### src/rtl/arrow_scheduler_if.sv
// Arrow scheduler bus: metronome/random-generator/button inputs and the
// renderer/score-display outputs, grouped for the scheduler and its environment.
interface arrow_scheduler_if #(
  parameter int ARROW_BITS = 2,
  parameter int CNT_BITS   = 8
);
  logic                  beat;
  logic                  run;
  logic [ARROW_BITS-1:0] rand_arrow;
  logic                  rand_next;
  logic [3:0]            btn;
  logic                  spawn_valid;
  logic [ARROW_BITS-1:0] spawn_arrow;
  logic                  target_valid;
  logic [ARROW_BITS-1:0] target_arrow;
  logic [3:0]            occupancy;
  logic                  hit;
  logic                  miss;
  logic [CNT_BITS-1:0]   hits;
  logic [CNT_BITS-1:0]   misses;
  logic [CNT_BITS-1:0]   combo;
  logic                  busy;

  modport master (
    input  beat, run, rand_arrow, btn,
    output rand_next, spawn_valid, spawn_arrow, target_valid, target_arrow,
           occupancy, hit, miss, hits, misses, combo, busy
  );

  modport slave (
    output beat, run, rand_arrow, btn,
    input  rand_next, spawn_valid, spawn_arrow, target_valid, target_arrow,
           occupancy, hit, miss, hits, misses, combo, busy
  );
endinterface

### src/rtl/arrow_scheduler.sv
// DDR arrow scheduler: spawns one arrow per beat, ages in-flight arrows and
// judges presses at the target row, keeping saturating hit/miss/combo counts.
module arrow_scheduler #(
  parameter int ARROW_BITS   = 2,
  parameter int TRAVEL_BEATS = 4,
  parameter int QUEUE_DEPTH  = 8,
  parameter int CNT_BITS     = 8
) (
  input  logic              clk,
  input  logic              rst,
  arrow_scheduler_if.master bus
);

  localparam int IW = $clog2(QUEUE_DEPTH);
  localparam int PW = IW + 1;
  localparam int AW = (TRAVEL_BEATS < 1) ? 1 : $clog2(TRAVEL_BEATS + 1);
  localparam logic [PW-1:0] DEPTH_P  = PW'(QUEUE_DEPTH);
  localparam logic [AW-1:0] TRAVEL_P = AW'(TRAVEL_BEATS);

  typedef enum logic [1:0] {
    IDLE  = 2'd0,
    PLAY  = 2'd1,
    DRAIN = 2'd2
  } state_e;

  state_e state_q, state_d;

  logic [ARROW_BITS-1:0] arrow_q [QUEUE_DEPTH];
  logic [AW-1:0]         age_q   [QUEUE_DEPTH];

  logic [PW-1:0]         head_q, head_d;
  logic [PW-1:0]         tail_q, tail_d;
  logic                  hit_q, hit_d;
  logic                  miss_q, miss_d;
  logic                  spawn_q, spawn_d;
  logic [ARROW_BITS-1:0] spawn_arrow_q, spawn_arrow_d;
  logic [CNT_BITS-1:0]   hits_q, hits_d;
  logic [CNT_BITS-1:0]   misses_q, misses_d;
  logic [CNT_BITS-1:0]   combo_q, combo_d;

  logic [IW-1:0]         head_idx, tail_idx;
  logic [PW-1:0]         occ, occ_post;
  logic                  tgt_valid;
  logic [ARROW_BITS-1:0] tgt_arrow;
  logic [3:0]            tgt_onehot;
  logic                  pop_press, expire, aging;

  assign head_idx   = head_q[IW-1:0];
  assign tail_idx   = tail_q[IW-1:0];
  assign occ        = tail_q - head_q;
  assign tgt_arrow  = arrow_q[head_idx];
  assign tgt_valid  = (occ != '0) && (age_q[head_idx] == TRAVEL_P);
  assign tgt_onehot = 4'b0001 << tgt_arrow;

  always_comb begin
    state_d       = state_q;
    head_d        = head_q;
    tail_d        = tail_q;
    hit_d         = 1'b0;
    miss_d        = 1'b0;
    spawn_d       = 1'b0;
    spawn_arrow_d = '0;
    hits_d        = hits_q;
    misses_d      = misses_q;
    combo_d       = combo_q;
    occ_post      = occ;
    pop_press     = 1'b0;
    expire        = 1'b0;
    aging         = 1'b0;

    case (state_q)
      IDLE: begin
        if (bus.run) begin
          state_d  = PLAY;
          hits_d   = '0;
          misses_d = '0;
          combo_d  = '0;
        end
      end
      PLAY: begin
        if (!bus.run) state_d = DRAIN;
      end
      DRAIN: begin
        if (bus.run)         state_d = PLAY;
        else if (occ == '0)  state_d = IDLE;
      end
      default: state_d = IDLE;
    endcase

    if (state_q != IDLE) begin
      pop_press = (bus.btn != 4'b0000) && tgt_valid;
      if (pop_press) begin
        if (bus.btn == tgt_onehot) hit_d  = 1'b1;
        else                       miss_d = 1'b1;
      end
      // Ages are distinct, so a press pop leaves no entry at target to expire.
      expire   = bus.beat && tgt_valid && !pop_press;
      if (expire) miss_d = 1'b1;
      aging    = bus.beat;
      head_d   = head_q + PW'(pop_press || expire);
      occ_post = occ - PW'(pop_press || expire);
      if (bus.beat && (state_q == PLAY) && (occ_post < DEPTH_P)) begin
        spawn_d       = 1'b1;
        spawn_arrow_d = bus.rand_arrow;
        tail_d        = tail_q + PW'(1);
      end
    end

    if (hit_d) begin
      if (hits_q  != '1) hits_d  = hits_q  + CNT_BITS'(1);
      if (combo_q != '1) combo_d = combo_q + CNT_BITS'(1);
    end
    if (miss_d) begin
      if (misses_q != '1) misses_d = misses_q + CNT_BITS'(1);
      combo_d = '0;
    end
  end

  always_ff @(posedge clk) begin
    if (rst) begin
      state_q       <= IDLE;
      head_q        <= '0;
      tail_q        <= '0;
      hit_q         <= 1'b0;
      miss_q        <= 1'b0;
      spawn_q       <= 1'b0;
      spawn_arrow_q <= '0;
      hits_q        <= '0;
      misses_q      <= '0;
      combo_q       <= '0;
    end else begin
      state_q       <= state_d;
      head_q        <= head_d;
      tail_q        <= tail_d;
      hit_q         <= hit_d;
      miss_q        <= miss_d;
      spawn_q       <= spawn_d;
      spawn_arrow_q <= spawn_arrow_d;
      hits_q        <= hits_d;
      misses_q      <= misses_d;
      combo_q       <= combo_d;
    end
  end

  // Slot storage needs no reset: validity comes from the pointers. Aging every
  // slot (live or not) is harmless; the spawn write overrides its own slot.
  always_ff @(posedge clk) begin
    if (!rst) begin
      if (aging) begin
        for (int unsigned i = 0; i < QUEUE_DEPTH; i++) begin
          age_q[i] <= age_q[i] + AW'(1);
        end
      end
      if (spawn_d) begin
        arrow_q[tail_idx] <= bus.rand_arrow;
        age_q[tail_idx]   <= '0;
      end
    end
  end

  assign bus.rand_next    = spawn_q;
  assign bus.spawn_valid  = spawn_q;
  assign bus.spawn_arrow  = spawn_arrow_q;
  assign bus.target_valid = tgt_valid;
  assign bus.target_arrow = tgt_arrow;
  assign bus.occupancy    = 4'(occ);
  assign bus.hit          = hit_q;
  assign bus.miss         = miss_q;
  assign bus.hits         = hits_q;
  assign bus.misses       = misses_q;
  assign bus.combo        = combo_q;
  assign bus.busy         = (state_q != IDLE);

endmodule

### src/flat_wrapper.sv
// flat-port wrapper written by rule: the top's interface ports become plain ports
module arrow_scheduler_flat 
#(
  parameter int ARROW_BITS   = 2,
  parameter int TRAVEL_BEATS = 4,
  parameter int QUEUE_DEPTH  = 8,
  parameter int CNT_BITS     = 8
)
  (clk, rst, bus_beat, bus_run, bus_rand_arrow, bus_btn, bus_rand_next, bus_spawn_valid, bus_spawn_arrow, bus_target_valid, bus_target_arrow, bus_occupancy, bus_hit, bus_miss, bus_hits, bus_misses, bus_combo, bus_busy);
  arrow_scheduler_if #(.ARROW_BITS(ARROW_BITS), .CNT_BITS(CNT_BITS)) bus_i ();
  input  logic clk;
  input  logic rst;
  input wire logic [$bits(bus_i.beat)-1:0] bus_beat;
  input wire logic [$bits(bus_i.run)-1:0] bus_run;
  input wire logic [$bits(bus_i.rand_arrow)-1:0] bus_rand_arrow;
  input wire logic [$bits(bus_i.btn)-1:0] bus_btn;
  output wire logic [$bits(bus_i.rand_next)-1:0] bus_rand_next;
  output wire logic [$bits(bus_i.spawn_valid)-1:0] bus_spawn_valid;
  output wire logic [$bits(bus_i.spawn_arrow)-1:0] bus_spawn_arrow;
  output wire logic [$bits(bus_i.target_valid)-1:0] bus_target_valid;
  output wire logic [$bits(bus_i.target_arrow)-1:0] bus_target_arrow;
  output wire logic [$bits(bus_i.occupancy)-1:0] bus_occupancy;
  output wire logic [$bits(bus_i.hit)-1:0] bus_hit;
  output wire logic [$bits(bus_i.miss)-1:0] bus_miss;
  output wire logic [$bits(bus_i.hits)-1:0] bus_hits;
  output wire logic [$bits(bus_i.misses)-1:0] bus_misses;
  output wire logic [$bits(bus_i.combo)-1:0] bus_combo;
  output wire logic [$bits(bus_i.busy)-1:0] bus_busy;
  assign bus_i.beat = bus_beat;
  assign bus_i.run = bus_run;
  assign bus_i.rand_arrow = bus_rand_arrow;
  assign bus_i.btn = bus_btn;
  assign bus_rand_next = bus_i.rand_next;
  assign bus_spawn_valid = bus_i.spawn_valid;
  assign bus_spawn_arrow = bus_i.spawn_arrow;
  assign bus_target_valid = bus_i.target_valid;
  assign bus_target_arrow = bus_i.target_arrow;
  assign bus_occupancy = bus_i.occupancy;
  assign bus_hit = bus_i.hit;
  assign bus_miss = bus_i.miss;
  assign bus_hits = bus_i.hits;
  assign bus_misses = bus_i.misses;
  assign bus_combo = bus_i.combo;
  assign bus_busy = bus_i.busy;
  arrow_scheduler #(.ARROW_BITS(ARROW_BITS), .TRAVEL_BEATS(TRAVEL_BEATS), .QUEUE_DEPTH(QUEUE_DEPTH), .CNT_BITS(CNT_BITS)) u_core (.clk(clk), .rst(rst), .bus(bus_i));
endmodule
### config.mk
export PLATFORM = sky130hd
export DESIGN_NAME = arrow_scheduler_flat
export DESIGN_NICKNAME = d
export VERILOG_FILES = /design/src/rtl/arrow_scheduler_if.sv /design/src/rtl/arrow_scheduler.sv /design/src/flat_wrapper.sv
export SDC_FILE = /design/constraint.sdc
export NUM_CORES = 1
export LEC_CHECK = 0
export ABC_AREA = 1
export CAP_MARGIN = 20
export CORE_ASPECT_RATIO = 0.5
export CORE_MARGIN = 4
export CORE_UTILIZATION = 52
export DETAILED_ROUTE_END_ITERATION = 10
export MAX_ROUTING_LAYER = met4
export PLACE_DENSITY = 0.77
export SYNTH_ARGS = -nofsm -noshare
export SYNTH_HDL_FRONTEND = slang
export SYNTH_SLANG_ARGS = --single-unit
### constraint.sdc
create_clock -name clk -period 2.7 [get_ports clk]
set_clock_uncertainty 0.1 [all_clocks]
set_input_delay 0.54 -clock clk [delete_from_list [all_inputs] [get_ports clk]]
set_output_delay 0.54 -clock clk [all_outputs]
set_load 0.005 [all_outputs]
# Word level (Yosys, flattened, before mapping)
# Memories as Yosys holds them, arrays and structs flattened. A register that Yosys moved wholly into a read port is not among the register bits.
# Index checks and enable logic that the tools add are counted.
word_totals:
  mem_bits_rw: 40
  input_bits: 10
  mem_count: 2
  elab_cells: 95
  reg_bits: 39
  output_inout_bits: 38
classes:
  n_eq_ne: 10
  reduce_logical: 17
  n_lt_le_gt_ge: 1
  bitwise_logic: 2
  n_shift: 1
  add_sub_neg: 15
  mux: 37
mem_list:
  columns: ["name", "words", "word_bits", "rd", "rd_ports_with_merged_regs", "wr", "line_no", "text"]
  rows:
  - ["u_core.age_q", 8, 3, 9, 1, 9, "arrow_scheduler.sv:29", "logic [AW-1:0] age_q [QUEUE_DEPTH];"]
  - ["u_core.arrow_q", 8, 2, 1, 1, 1, "arrow_scheduler.sv:28", "logic [ARROW_BITS-1:0] arrow_q [QUEUE_DEPTH];"]
op_table:
  columns: ["cell", "count"]
  rows:
  - ["8-bit 2-to-1 mux", 12]
  - ["3-bit by 1-bit adder with 3-bit output (second input constant)", 8]
  - ["8-bit by 1-bit adder with 8-bit output (second input constant)", 3]
  - ["8-bit != test (second input constant)", 3]
  - ["1-bit 2-to-1 mux", 16]
  - ["3-bit 2-to-1 mux", 4]
  - ["2-bit 2-to-1 mux", 4]
  - ["4-bit nonzero test", 2]
  - ["1-bit logical AND", 6]
  - ["2-bit one-hot mux with 3 select lines", 1]
  - ["4-bit by 1-bit adder with 4-bit output", 1]
  - ["4-bit by 1-bit adder with 4-bit output (second input constant)", 1]
  - ["4-bit equality test", 1]
  - ["4-bit logical NOT", 1]
  - ["4-bit < comparator (second input constant)", 1]
  - ["2-bit != test (second input constant)", 2]
  - ["1-bit by 2-bit left shift with 4-bit output (first input constant)", 1]
  - ["4-bit by 1-bit subtractor with 4-bit output", 1]
  - ["4-bit subtractor", 1]
  - ["3-bit equality test (second input constant)", 1]
  - ["3-bit by 2-bit != test with 1-bit output (second input constant)", 1]
  - ["3-bit AND reduction", 1]
  - ["3-bit OR reduction", 1]
  - ["2-bit by 1-bit equality test with 1-bit output (second input constant)", 1]
  - ["other kinds (8)", 9]

# Logic depth before layout (Yosys ltp)
# Gate-level depths: netlist of the first run.
depth:
  ltp_word: 15
  ltp_mapped: 15
  depth_no_buf: 14

# Least setup slack after synthesis of the first run
# OpenSTA, ideal clock, no wires.
synth_path:
  kind: "register to register"
  start: "register u_core.tail_q[0]"
  end: "register (tool-made name)"
  setup_time_ns: 0.127
  required_ns: 2.473
  arrival_ns: 2.465
  path_slack_ns: 0.008
  n_path_buf: 0
  synth_period_minus_slack_ns: 2.692
  path_stages_with_launch: 14
  path_cell_list: "dfxtp_1 > inv_2 > ha_1 > inv_1 > fa_1 > xor2_1 > nor3_1 > nand3_1 > nand3_1 > inv_1 > ha_1 > ha_1 > o21ai_0 > a21oi_1"
synth_rtl:
  columns: ["element", "line_no", "text"]
  rows:
  - ["from (decl)", "arrow_scheduler.sv:32", "logic [PW-1:0] tail_q, tail_d;"]
  - ["from (signal assigned)", "arrow_scheduler.sv:134", "tail_q <= tail_d;"]

# Worst setup path after layout of the first run
layout_path:
  start: "register u_core.head_q[2]"
  end: "output bus_occupancy[3]"
layout_via:
  elab_chain_cells: 1
layout_rtl:
  columns: ["element", "line_no", "text"]
  rows:
  - ["from (decl)", "arrow_scheduler.sv:31", "logic [PW-1:0] head_q, head_d;"]
  - ["from (signal assigned)", "arrow_scheduler.sv:122", "head_q <= '0;"]
  - ["from (signal assigned)", "arrow_scheduler.sv:133", "head_q <= head_d;"]
  - ["4-bit subtractor", "arrow_scheduler.sv:50", "assign occ = tail_q - head_q;"]
  - ["to (decl)", "flat_wrapper.sv:22", "output wire logic [$bits(bus_i.occupancy)-1:0] bus_occupancy;"]
# Every way passes these cells.

==> flow_summary.json, run 1 <==
{
  "path_max_fanout": 3,
  "fin_setup_tns_ns": 0,
  "nature_of_the_critical_path_startpoint": "flip-flop",
  "grt_pass1_vias": 3904,
  "cts_num_sinks": 82,
  "yosysMostFrequentCell": "nand2_1",
  "clkSlewWorstSetupHoldPaths_ns": 0.06,
  "drive_above_1_share_pct": 16.1,
  "yosysTopAreaCell": "dfxtp_1",
  "fp-row-count": 23,
  "final-setup-viol-count": 0,
  "post_synth_main_area_contributors": "dfxtp_1 (29%), nand2_1 (11%), edfxtp_1 (11%)",
  "timing.critical_path.required_ns": 2.06,
  "number_of_ports_placed_on_the_die_boundary": 48,
  "final_antenna_net_count": 0,
  "syn_inst": 618,
  "max_cap_violations": 0,
  "gp_routability_congestion": 0.826,
  "grt_start_max_net_pins": 27,
  "synth_fp_nets": 646,
  "worst_relative_slew_slack_pct": 68.6,
  "finalHoldViolations": 0,
  "totalWireLength_um": 11000,
  "drc": 0,
  "finalWorstSetupSlack_ns": 0.0134,
  "synth_edf_count": 16,
  "cts_tree": "done",
  "synth_common_cells": "nand2_1 (134), inv_1 (102), nor2_1 (73)",
  "critical_path.endpoint": "bus_occupancy[3]",
  "async_flop_share_pct": 0,
  "endpoint_kind": "primary output",
  "post_cts_hold_buffer_count": 0,
  "wl_per_cell_um": 13.5,
  "r2r.worst_path.cells": 14,
  "total_via_count_in_the_routed_design": 4185,
  "area_growth_syn_to_layout_pct": 26.5,
  "cp_slowest_cell": "clkdlybuf4s50_1",
  "period_share_pct": 99.5,
  "footprint_of_the_multi_input_gates_um2": 2370,
  "cts.root.buffer_cell": "clkbuf_16",
  "grt_util_all_layers_pct": 21.9,
  "timing.rr.start": "u_core.tail_q[0]",
  "buffer_ports.inserted": 47,
  "grt-ovfl-total": 0,
  "layout_min_cycle_time_ns": 2.69,
  "syn_avg_cell_area_um2": 7.39,
  "achievable-frequency_ghz": 0.372,
  "drv_slew": 0,
  "yosys_warnings": 0,
  "cts-buffers-inserted": 9,
  "core_area_um2": 8260,
  "floorplan.initialDensity_pct": 55.3,
  "synthesis.area_um2": 4570,
  "drt-initial-drc-count": 322,
  "pre_cts_slack_ns": -0.0720,
  "run_status": "finished clean",
  "cts_max_path_buffers": 2,
  "synth_ff_type": "dfxtp_1",
  "grt_pass1_wl_um": 17700,
  "power_density_nw_per_um2": 664,
  "postSynthRegisterBits": 82,
  "fp.dieW_um": 141,
  "pin_slew_with_the_least_headroom_to_its_limit_ns": 0.470,
  "antennaDiodeCount": 0,
  "origin_of_the_worst_setup_path": "u_core.head_q[2]",
  "timing_worst_setup_path_type": "flip-flop to primary output",
  "hpwl_um": 7300,
  "seq_area_um2": 1810,
  "min-delay-path-class": "flip-flop to flip-flop",
  "clk_latency_ns": 0.34,
  "antenna_found_initial": 0,
  "cp.arrival_ns": 2.05,
  "firstDrtPassIters": 5,
  "r2r_slack_ns": 0.07,
  "routed_via_density": 5.15,
  "rr_endpoint": "u_core.head_q[0]",
  "timing.critical_path.slowest_cell_delay_ns": 0.50,
  "worst_path_cell_chain": "inv_1, ha_1, nand2_1, nand4_1, nand2_2, clkdlybuf4s50_1",
  "cts.htree.levels": 3,
  "synth-seq-area-share_pct": 39.4,
  "die_area_um2": 10400,
  "peak_supply_drop_uv": 414,
  "layout.filler_cells": 654,
  "leakage_dissipation_nw": 2.63,
  "post_synthesis_cell_type_count": 37,
  "die_y_um": 74.3,
  "nets": 724,
  "yosysTopAreaCellShare_pct": 28.9
}
final cells by class:
| class | instances | area share [%] |
|---|---|---|
| clock inverter | 7 | 1.32 |
| tap | 112 | 2.43 |
| clock buffer | 9 | 3.90 |
| multi-input combinational | 410 | 41.1 |
| timing repair buffer | 85 | 12.9 |
| inverter | 108 | 7.06 |
| sequential | 82 | 31.3 |
logic make-up after synthesis:
family	after synthesis	share of synthesized area, %
buf+inv	127	11.3
simple gates	303	30.6
mux	8	1.97
flops	82	39.4
xor+xnor	30	5.75
fa+ha+maj	18	5.09
compound gates	50	5.92
per-layer routing:
metal	wire [um]	vias to the layer above	track usage, %
met5	0	-	-
met1	4760	1885	26.1
met3	668	36	4.56
li1	-	2125	-
met4	270	0	7.95
met2	5290	139	37.6
worst max-delay path: cells and delay by family, from the launching register on:
family | cells | cell delay [ns]
AND/OR/NAND/NOR | 3 | 0.40
flip-flops | 1 | 0.35
buffers and inverters | 2 | 0.60
adder cells (fa/ha/maj) | 1 | 0.36
report_power, final:
group / total, W / internal (W) / switching [W]
Clock: 0.00124 / 0.000722 / 0.000516
Combinational: 0.00100 / 0.000473 / 0.000530
Sequential: 0.00159 / 0.00145 / 0.000139
cell usage in the layout (no fill, tap or decap), types with 4 or more instances in the layout:
cell	n
xor2_1	16
nand3_2	4
ha_1	14
o21ai_0	13
clkbuf_16	9
nand3_1	39
nand4_1	36
nor2_1	73
nand2_1	129
clkdlybuf4s50_1	45
a21oi_1	23
edfxtp_1	16
dfxtp_1	61
nand2_2	8
xnor2_1	13
buf_4	39
inv_1	97
mux2_2	8
dfxtp_2	5
inv_2	7
o21ai_2	4
state kept, by name, summed over array words and instances, names as in the netlist, 2 cells and up, named ones only:
signal	cells
u_core.age_q	24
u_core.bus.hits	8
u_core.head_q	4
u_core.arrow_q	16
u_core.bus.combo	8
u_core.tail_q	4
u_core.state_q	2
u_core.bus.spawn_arrow	2
u_core.bus.misses	8
repair_timing:
item | 4_1_cts | 5_1_grt
pin swaps | 7 | 13
gates resized for setup | 16 | 25
gates cloned | 0 | 1
setup endpoints to repair | 22 | 67
setup buffers | 8 | 5
how the worst min path moves through the flow:
stage,from,to,slack (ns),depth (start not counted)
floorplan,u_core.head_q[2],flip-flop,0.38,2
global placement,u_core.bus.misses[3],u_core.bus.misses[3],0.40,2
detailed placement,u_core.bus.misses[3],u_core.bus.misses[3],0.40,2
CTS,u_core.bus.misses[3],u_core.bus.misses[3],0.42,2
global route,u_core.bus.misses[5],u_core.bus.misses[5],0.44,2
finish,u_core.bus.misses[3],u_core.bus.misses[3],0.41,2
through the flow:
step | total power [W] | util, % | std cells | hold WS [ns] | area, um^2
2_1_floorplan | 0.00225 | - | 618 | 0.376 | 4570
3_3_place_gp | 0.00248 | 64.0 | 787 | 0.397 | 5290
3_5_place_dp | 0.00252 | 64.0 | 787 | 0.403 | 5290
4_1_cts | 0.00381 | 68.7 | 810 | 0.416 | 5680
5_1_grt | 0.00409 | 70.0 | 813 | 0.442 | 5780
6_report | 0.00383 | 70.0 | 813 | 0.414 | 5780
(Power assumes the default switching activity.)
==> run 2, diff against run 1 <==
Clock period 2.7 ns to 2.4 ns, I/O delays scaled along.
==> run 2 against run 1 <==
Net effect:
- the run now ends with negative setup slack left
- core utilization grew 4.5 points
- first-iteration DRC count grew 30%
- hold slack improved by 0.013 ns
- sequential cell count unchanged
- non-clock buffer count up 16
- critical endpoint is now bus_target_valid
- count of clock-buffer cells in the layout stayed put
- sequential power grew 13%
- worst setup slack got worse by 0.28 ns
- largest power group unchanged
- cell area increased by 6.5%
- die area did not move
- register-to-register slack lost 0.29 ns
==> flow_summary.json, run 2 (synthesized netlist as in run 1, its figures left out) <==
{
  "run_status": "finished with violations",
  "violations": "negative setup slack",
  "rsz_0062_raised_after_global_routing": "yes",
  "cts.htree.levels": 3,
  "number_of_ports_placed_on_the_die_boundary": 48,
  "grt-ovfl-total": 0,
  "die_y_um": 74.3,
  "cts-buffers-inserted": 9,
  "nets": 739,
  "core_area_um2": 8260,
  "final_cell_mix": "nand2_1 (104), inv_1 (90), nor2_1 (73), dfxtp_1 (62), buf_4 (43)",
  "grt_util_all_layers_pct": 23.2,
  "reg.largest.list": "u_core.age_q: 24 flops, u_core.arrow_q: 16 flops",
  "drive_above_1_share_pct": 23.3,
  "cts_tree": "done",
  "cts_num_sinks": 82,
  "min-delay-path-class": "flip-flop to flip-flop",
  "timing_worst_setup_path_type": "flip-flop to primary output",
  "period_share_pct": 111,
  "cp_slowest_cell": "fa_2",
  "mostFrequentLayoutCell": "nand2_1",
  "endpoint_kind": "primary output",
  "clkSlewWorstSetupHoldPaths_ns": 0.06,
  "drv_slew": 0,
  "final-setup-viol-count": 70,
  "finalWorstSetupSlack_ns": -0.270,
  "wl_per_cell_um": 14.4,
  "worst_path_cell_chain": "inv_4, ha_4, inv_2, fa_2, xor2_2, nor3_2, nand3_1, nand2_2, inv_1, buf_2",
  "post_cts_hold_buffer_count": 0,
  "drt-initial-drc-count": 419,
  "layout_min_cycle_time_ns": 2.67,
  "critPathTopFamily": "adder cells",
  "gp_routability_congestion": 0.916,
  "flip_flop_count_of_the_largest_register_after_layout": 24,
  "antennaDiodeCount": 0,
  "power_density_nw_per_um2": 725,
  "buffer_ports.inserted": 47,
  "registers.top_by_ff_count": "u_core.age_q",
  "timing.critical_path.required_ns": 1.82,
  "antenna_found_initial": 0,
  "finalHoldViolations": 0,
  "nature_of_the_critical_path_startpoint": "flip-flop",
  "cts_max_path_buffers": 2,
  "timing.critical_path.slowest_cell_delay_ns": 0.41,
  "fp.dieW_um": 141,
  "pre_cts_slack_ns": -0.172,
  "worstPathBufferInverterCount": 4,
  "total_power_w": 0.00446,
  "routed_via_density": 5.25,
  "worst_relative_slew_slack_pct": 76.8,
  "layout.filler_cells": 584,
  "totalWireLength_um": 11900,
  "floorplan.initialDensity_pct": 55.3,
  "max_cap_violations": 0,
  "leakage_dissipation_nw": 2.77,
  "achievable-frequency_ghz": 0.375,
  "fp-row-count": 23,
  "path_max_fanout": 2,
  "total_via_count_in_the_routed_design": 4347,
  "die_area_um2": 10400,
  "final_antenna_net_count": 0,
  "drc": 0,
  "grt_start_max_net_pins": 17,
  "pin_slew_with_the_least_headroom_to_its_limit_ns": 0.347,
  "grt_pass1_vias": 4172,
  "area_growth_syn_to_layout_pct": 34.6,
  "hpwl_um": 7740,
  "cts.root.buffer_cell": "clkbuf_16",
  "cp.arrival_ns": 2.09,
  "firstDrtPassIters": 5,
  "grt_pass1_wl_um": 18700,
  "peak_supply_drop_uv": 426,
  "clk_latency_ns": 0.35
}
## run 2: changes by cell type in the layout (fill, tap and decap cells not counted), sizes merged, moves of 2 or more
cell	delta
dlygate4sd2	+2
buf	+15
clkdlybuf4s50	-3
clkinvlp	-2
clkinv	+3
## run 2: stage by stage
stage               util [%]  TNS [ns]  instances  hold WS [ns]  area [um^2]
global placement        66.2    -0.266        802         0.396         5460
global route            74.5    -13.46        828         0.449         6150
finish                  74.5     -6.81        828         0.428         6150
floorplan                  -         0        618         0.376         4610
detailed placement      66.2    -0.785        802         0.410         5460
CTS                     70.7    -0.928        821         0.422         5840
## run 2: cell type report
| cell class | count | area [um^2] | share of cell area (%) |
|---|---|---|---|
| Timing Repair Buffer | 101 | 981 | 15.9 |
| Clock buffer | 9 | 225 | 3.66 |
| Multi-Input combinational cell | 409 | 2510 | 40.8 |
| Tap cell | 112 | 140 | 2.28 |
| Clock inverter | 7 | 68.8 | 1.12 |
| Inverter | 108 | 414 | 6.73 |
| Sequential cell | 82 | 1810 | 29.4 |
## run 2: final timing paths
path | startpoint | endpoint | slack [ns] | cells after the start
worst max-delay path | u_core.tail_q[0] | bus_target_valid | -0.27 | 10
worst min-delay path | u_core.bus.misses[5] | u_core.bus.misses[5] | 0.43 | 2
worst max register to register | u_core.tail_q[0] | u_core.bus.misses[4] | -0.22 | 16
worst min register to register | u_core.bus.misses[5] | u_core.bus.misses[5] | 0.43 | 2
## run 2: timing repair
action	in CTS	in global routing
setup endpoints to repair	23	77
pin swaps	10	9
cloned	0	2
setup buffers	6	5
resized for setup	25	70
## run 2: routing by layer
layer	wire length, um	vias to the layer above	global-route usage (%)
met3	688	17	6.68
met1	5090	2033	26.3
met5	0	-	-
met2	6010	141	40.4
li1	-	2156	-
met4	164	0	7.52
## run 2: where the power goes
| part | internal [W] | switching, W | total [W] |
|---|---|---|---|
| registers | 0.00164 | 0.000155 | 0.00179 |
| logic | 0.000627 | 0.000666 | 0.00129 |
| clock network | 0.000804 | 0.000574 | 0.00138 |
## run 2: worst min-delay path: cells and delay by family (launching register included)
| family | cells | cell delay, ns |
|---|---|---|
| and+or+nand+nor | 2 | 0.13 |
| DFF | 1 | 0.35 |
==> run 3, diff against run 2 <==
Settings changed: CORE_ASPECT_RATIO 0.5 to 1.25, CTS_CLUSTER_SIZE set to 40.
==> run 3 against run 2 <==
Net effect:
- worst setup slack gained 0.023 ns
- sequential cell count unchanged
- clock power fell by 34%
- power is 7.4% lower
- critical path type unchanged
- hold slack got worse by 0.0096 ns
- sequential power about the same
- largest power group unchanged
- via count grew 2.4%
- global-route usage up 0.11 points
- the run still ends with negative setup slack left
- core utilization fell by 0.23 points
- critical path depth decreased by 1
==> flow_summary.json, run 3 (synthesized netlist as in run 1, its figures left out) <==
{
  "run_status": "finished with violations",
  "violations": "negative setup slack",
  "grt_pass1_wl_um": 19100,
  "registers.top_by_ff_count": "u_core.age_q",
  "peak_supply_drop_uv": 671,
  "total_power_w": 0.00413,
  "reg.largest.list": "u_core.age_q: 24 flops, u_core.arrow_q: 16 flops",
  "critPathTopFamily": "adder cells",
  "final-setup-viol-count": 68,
  "leakage_dissipation_nw": 2.76,
  "worstPathBufferInverterCount": 4,
  "die_y_um": 113,
  "final_cell_mix": "nand2_1 (102), inv_1 (79), nor2_1 (70), dfxtp_1 (62), buf_4 (43)",
  "cts_max_path_buffers": 2,
  "layout_min_cycle_time_ns": 2.65,
  "timing_worst_setup_path_type": "flip-flop to primary output",
  "cp.arrival_ns": 2.07,
  "p_sw_share_pct": 33.9,
  "number_of_ports_placed_on_the_die_boundary": 48,
  "gp_routability_congestion": 0.893,
  "clk_latency_ns": 0.37,
  "total_via_count_in_the_routed_design": 4451,
  "cts-buffers-inserted": 9,
  "antenna_found_initial": 0,
  "drv_slew": 0,
  "power.net_switching_w": 0.00140,
  "nature_of_the_critical_path_startpoint": "flip-flop",
  "drt-initial-drc-count": 276,
  "die_area_um2": 10400,
  "hold_critical_path_endpoint": "u_core.bus.misses[3]",
  "grt_pass1_vias": 4249,
  "firstDrtPassIters": 5,
  "post_cts_hold_buffer_count": 0,
  "pwr-share-seq_pct": 43.5,
  "min-delay-path-class": "flip-flop to flip-flop",
  "rr_endpoint": "u_core.arrow_q[7][0]",
  "footprint_of_the_multi_input_gates_um2": 2670,
  "timing.critical_path.required_ns": 1.82,
  "hold-path-cell-count": 2,
  "p_clk_share_pct": 22.2,
  "pin_slew_with_the_least_headroom_to_its_limit_ns": 0.376,
  "rsz_0062_raised_after_global_routing": "yes",
  "timing.critical_path.slowest_cell_delay_ns": 0.47,
  "timing.rr.start": "u_core.tail_q[0]",
  "worst_hold_startpoint": "u_core.bus.misses[3]",
  "worst_path_cell_chain": "inv_4, ha_4, inv_4, fa_2, nor3_4, nand3_4, nand2_2, inv_2, buf_6",
  "fp.dieW_um": 91.8,
  "cp_slowest_cell": "fa_2",
  "grt-ovfl-total": 0,
  "achievable-frequency_ghz": 0.378,
  "max_cap_violations": 0,
  "endpoint_kind": "primary output",
  "antennaDiodeCount": 0,
  "worst_hold_slack_ns": 0.418,
  "flip_flop_count_of_the_largest_register_after_layout": 24,
  "finalWorstSetupSlack_ns": -0.248,
  "clkSlewWorstSetupHoldPaths_ns": 0.08,
  "mostFrequentLayoutCell": "nand2_1",
  "power_density_nw_per_um2": 664,
  "cts_num_sinks": 82,
  "r2r_slack_ns": -0.18,
  "cts_tree": "done",
  "floorplan.initialDensity_pct": 54.5,
  "area_growth_syn_to_layout_pct": 36.2,
  "hpwl_um": 8110,
  "wl_per_cell_um": 15.1,
  "final_core_area_utilization_pct": 74.2,
  "cts.htree.levels": 3,
  "power.internal_w": 0.00273,
  "fin_setup_tns_ns": -7.49,
  "crit_top_cell": "inv_4",
  "final_antenna_net_count": 0,
  "worst_relative_slew_slack_pct": 74.9,
  "r2r.worst_path.cells": 10,
  "power_frac_comb_pct": 34.4,
  "routed_via_density": 5.31,
  "drive_above_1_share_pct": 28.6,
  "drc": 0,
  "cts.root.buffer_cell": "clkbuf_8",
  "period_share_pct": 110,
  "grt_start_max_net_pins": 21,
  "finalHoldViolations": 0,
  "nets": 745,
  "path_max_fanout": 2,
  "fp-row-count": 37,
  "core_area_um2": 8380,
  "layout.filler_cells": 602,
  "totalWireLength_um": 12600,
  "grt_util_all_layers_pct": 23.3,
  "seq_area_um2": 1810,
  "buffer_ports.inserted": 47
}
[run 3: timing repair]
action / in CTS / in global routing
resized for setup: 44 / 105
setup buffers: 11 / 14
cloned: 2 / 1
setup endpoints to repair: 46 / 86
pin swaps: 19 / 31
[run 3: worst max path at each step]
| stage | start | cells past startpoint | end | slack, ns |
|---|---|---|---|---|
| 3_3_place_gp | u_core.tail_q[0] | 9 | bus_target_valid | -0.13 |
| 6_report | u_core.tail_q[0] | 9 | bus_target_valid | -0.25 |
| 3_5_place_dp | u_core.tail_q[0] | 9 | bus_target_valid | -0.18 |
| 2_1_floorplan | u_core.tail_q[0] | 12 | flip-flop | 0.009 |
| 5_1_grt | u_core.tail_q[0] | 9 | bus_target_valid | -0.33 |
| 4_1_cts | u_core.tail_q[0] | 10 | bus_target_valid | -0.21 |
[run 3: power by group through the flow]
stage               Sequential [W]  Clock (W)  Combinational [W]
floorplan                  0.00178          0           0.000768
detailed placement         0.00182          0            0.00110
finish                     0.00180   0.000916            0.00142
global route               0.00182   0.000990            0.00159
CTS                        0.00179   0.000928            0.00120
global placement           0.00180          0            0.00103
[run 3: worst min-delay path, cell delays in order, from the launching register on]
cell	delay, ns
dfxtp_1	0.35
nand4_1	0.09
nand2_1	0.04
[run 3: routing by layer]
| layer | track usage [%] | vias up | part of all wire, % |
|---|---|---|---|
| li1 | - | 2165 | - |
| met4 | 9.02 | 0 | 3.5 |
| met3 | 3.39 | 38 | 4.8 |
| met5 | - | - | 0 |
| met1 | 26.6 | 2103 | 39 |
| met2 | 41.1 | 145 | 52 |
[run 3: through the flow]
stage	instances	cell area, um^2	setup WS, ns
global placement	805	5440	-0.128
CTS	829	5810	-0.210
global route	838	6220	-0.327
finish	838	6220	-0.248
floorplan	618	4610	0.00876
detailed placement	805	5440	-0.181
[run 3: final cells by class]
| class | instances | area share (%) |
|---|---|---|
| Multi-Input combinational cell | 411 | 42.9 |
| Sequential cell | 82 | 29.1 |
| Timing Repair Buffer | 105 | 16.2 |
| Inverter | 108 | 6.74 |
| Clock buffer | 12 | 2.49 |
| Tap cell | 117 | 2.35 |
| Clock inverter | 3 | 0.241 |
==> RTL edit (config.mk and constraints of run 2) <==
`ARROW_BITS` is set to 2 in 3 places; all go to 3.
--- a/src/rtl/arrow_scheduler_if.sv
+++ b/src/rtl/arrow_scheduler_if.sv
@@ -1,7 +1,7 @@
 // Arrow scheduler bus: metronome/random-generator/button inputs and the
 // renderer/score-display outputs, grouped for the scheduler and its environment.
 interface arrow_scheduler_if #(
-  parameter int ARROW_BITS = 2,
+  parameter int ARROW_BITS = 3,
   parameter int CNT_BITS   = 8
 );
   logic                  beat;
--- a/src/rtl/arrow_scheduler.sv
+++ b/src/rtl/arrow_scheduler.sv
@@ -1,7 +1,7 @@
 // DDR arrow scheduler: spawns one arrow per beat, ages in-flight arrows and
 // judges presses at the target row, keeping saturating hit/miss/combo counts.
 module arrow_scheduler #(
-  parameter int ARROW_BITS   = 2,
+  parameter int ARROW_BITS   = 3,
   parameter int TRAVEL_BEATS = 4,
   parameter int QUEUE_DEPTH  = 8,
   parameter int CNT_BITS     = 8
--- a/src/flat_wrapper.sv
+++ b/src/flat_wrapper.sv
@@ -1,7 +1,7 @@
 // flat-port wrapper written by rule: the top's interface ports become plain ports
 module arrow_scheduler_flat 
 #(
-  parameter int ARROW_BITS   = 2,
+  parameter int ARROW_BITS   = 3,
   parameter int TRAVEL_BEATS = 4,
   parameter int QUEUE_DEPTH  = 8,
   parameter int CNT_BITS     = 8
Interface: changed (resized bus_rand_arrow, bus_spawn_arrow and bus_target_arrow); port bits go from 48 to 51. The function was not compared with the original's and may differ.
==> RTL edit against run 2 <==
The run still ends with negative setup slack left; final cell count is 13% higher; worst setup slack worse by 0.095 ns; cell area up 17%; power grew 16%; sequential cell count increased by 9; synthesized area increased by 14%; non-clock buffer count grew 23; utilization up 0.35 points; sequential power is 12% higher; count of clock-buffer cells in the layout did not move; routed wire length is 30% higher; highest routed layer unchanged.
==> RTL edit: results (changes against run 2) <==
metric,value,unit,change
layout cell share with drive strength beyond 1,0.313,,+0.0797
RR Endpoint,u_core.bus.combo[5]$_SDFF_PP0_,,
Placed Instances,899,,+12%
Place WS,-0.231,ns,-0.0593 ns
synth cell count leaders,"nand2_1 (134), inv_1 (112), nor2_1 (84)",,
Largest regs,"u_core.age_q: 24 flops, u_core.arrow_q: 24 flops",,
status,"finished, violations left",,
failing checks,negative setup slack,,
first-pass GRT wire length,22300,µm,+19%
worst hold slack,0.449,ns,+0.0214 ns
crit path max fanout,8,,+6
Fill cells,653,,+12%
Worst-Margin Slew,0.379,ns,+0.0320 ns
Max VDD drop,0.432,mV,+1.3%
Seq pwr share,0.388,,-0.013
Synth warnings,0,,unchanged
sequential power,2.01,mW,+12%
initial antenna violation count,0,,unchanged
hold path cells,3,,+1
largest net degree at the start of global routing,23,,+6
dpl hpwl,8950,µm,+16%
area of the multi-input gates,3000,µm²,+19%
gr usage total,0.244,,+0.0123
Synth area leaders,"dfxtp_1 (26%), edfxtp_1 (14%), nand2_1 (9.6%), inv_1 (8.1%), nor2_1 (6.0%)",,
Worst Hold Endpoint,u_core.age_q[3][2]$_SDFFE_PP0P_,,
sequential share of the synthesized area,0.395,,+0.000697
Critical Path AT,2.96,ns,+0.87 ns
comb pwr,1.73,mW,+34%
post-route ant nets,0,,unchanged
switching power share of the total,0.349,,+0.0365
nets,826,,+12%
input/output buffers,50,,+6.4%
Syn Inst Count,681,,+10%
Sum Neg Setup Slack,-26.13,ns,-19.32 ns
Via density,5.53,,+5.4%
DRT Pass-1 Iters,5,,unchanged
DRT iter0 DRCs,429,,+2.4%
number of synthesized flops with an enable pin,24,,+8
vias in the first global route,4662,,+12%
Synthesized Nets,710,,+9.9%
Synth cell types,43,,+16%
via count,5183,,+19%
Worst Reg-to-Reg Cells,20,,+4
Hold Crit Start,u_core.age_q[3][2]$_SDFFE_PP0P_,,
H-tree depth,3,,unchanged
GP Congestion,0.878,,-4.1%
# setup viols final,93,,+33%
Post-Route WL,15500,µm,+30%
Area after DPL,6310,µm²,+15%
Lkg Pwr,3.08,nW,+11%
slack of the critical path,-0.365,ns,-0.0947 ns
==> RTL edit: what timing repair did <==
item | CTS | global route
endpoints found under the setup margin | 96 | 94
pin swaps | 14 | 28
hold endpoints to repair | 0 | 0
buffers inserted | 15 | 6
gates cloned | 3 | 0
gates resized for setup | 60 | 74
==> RTL edit: routing by layer <==
| layer | routed length [µm] | share of wire | GRT usage | vias up |
|---|---|---|---|---|
| li1 | - | - | - | 2414 |
| met1 | 6210 | 0.40 | 0.300 | 2419 |
| met2 | 7560 | 0.49 | 0.408 | 290 |
| met3 | 1190 | 0.077 | 0.0507 | 60 |
| met4 | 535 | 0.035 | 0.0803 | 0 |
| met5 | 0 | 0 | - | - |
==> RTL edit: area by class of cell <==
| class | count | area share |
|---|---|---|
| Clock inverter | 7 | 0.0101 |
| Inverter | 119 | 0.0649 |
| Multi-Input combinational cell | 452 | 0.417 |
| Timing Repair Buffer | 124 | 0.165 |
| Clock buffer | 9 | 0.0313 |
| Sequential cell | 91 | 0.289 |
| Tap cell | 135 | 0.0235 |
==> RTL edit: how the worst max path moves through the flow <==
stage                                             start                              end  slack [ns]
after floorplan           u_core.tail_q[0]$_SDFFE_PP0N_                         register       -0.16
after global routing      u_core.tail_q[0]$_SDFFE_PP0N_    u_core.head_q[1]$_SDFFE_PP0N_       -0.47
after detailed placement  u_core.tail_q[0]$_SDFFE_PP0N_    u_core.head_q[1]$_SDFFE_PP0N_       -0.23
after global placement    u_core.tail_q[0]$_SDFFE_PP0N_                 bus_target_valid       -0.15
after CTS                 u_core.tail_q[0]$_SDFFE_PP0N_  u_core.bus.misses[5]$_SDFF_PP0_       -0.32
final                     u_core.tail_q[0]$_SDFFE_PP0N_   u_core.bus.combo[5]$_SDFF_PP0_       -0.36
==> RTL edit: critical path, cell delays in order, from the launching register on <==
cell and delay [ns]:
dfxtp_4 0.38, inv_8 0.03, ha_4 0.15, inv_4 0.05
buf_4 0.09, buf_4 0.09, buf_4 0.09, buf_4 0.09
nand3_2 0.08, a21o_1 0.24, nand3_4 0.12, nand2_4 0.07
buf_6 0.13, nor2_4 0.14, buf_6 0.12, nand2_4 0.04
nor2_4 0.16, buf_4 0.14, buf_8 0.12, nand4_1 0.09
a21oi_2 0.15
==> RTL edit: logic make-up after synthesis <==
group / count (synthesis) / synth area share
and+or+nand+nor: 345 / 0.323
adders and majority gates: 18 / 0.0446
xor gates and xnor gates: 30 / 0.0503
AOI/OAI and AO/OA: 48 / 0.0551
muxes: 9 / 0.0194
DFF: 91 / 0.395
buffers and inverters: 140 / 0.112
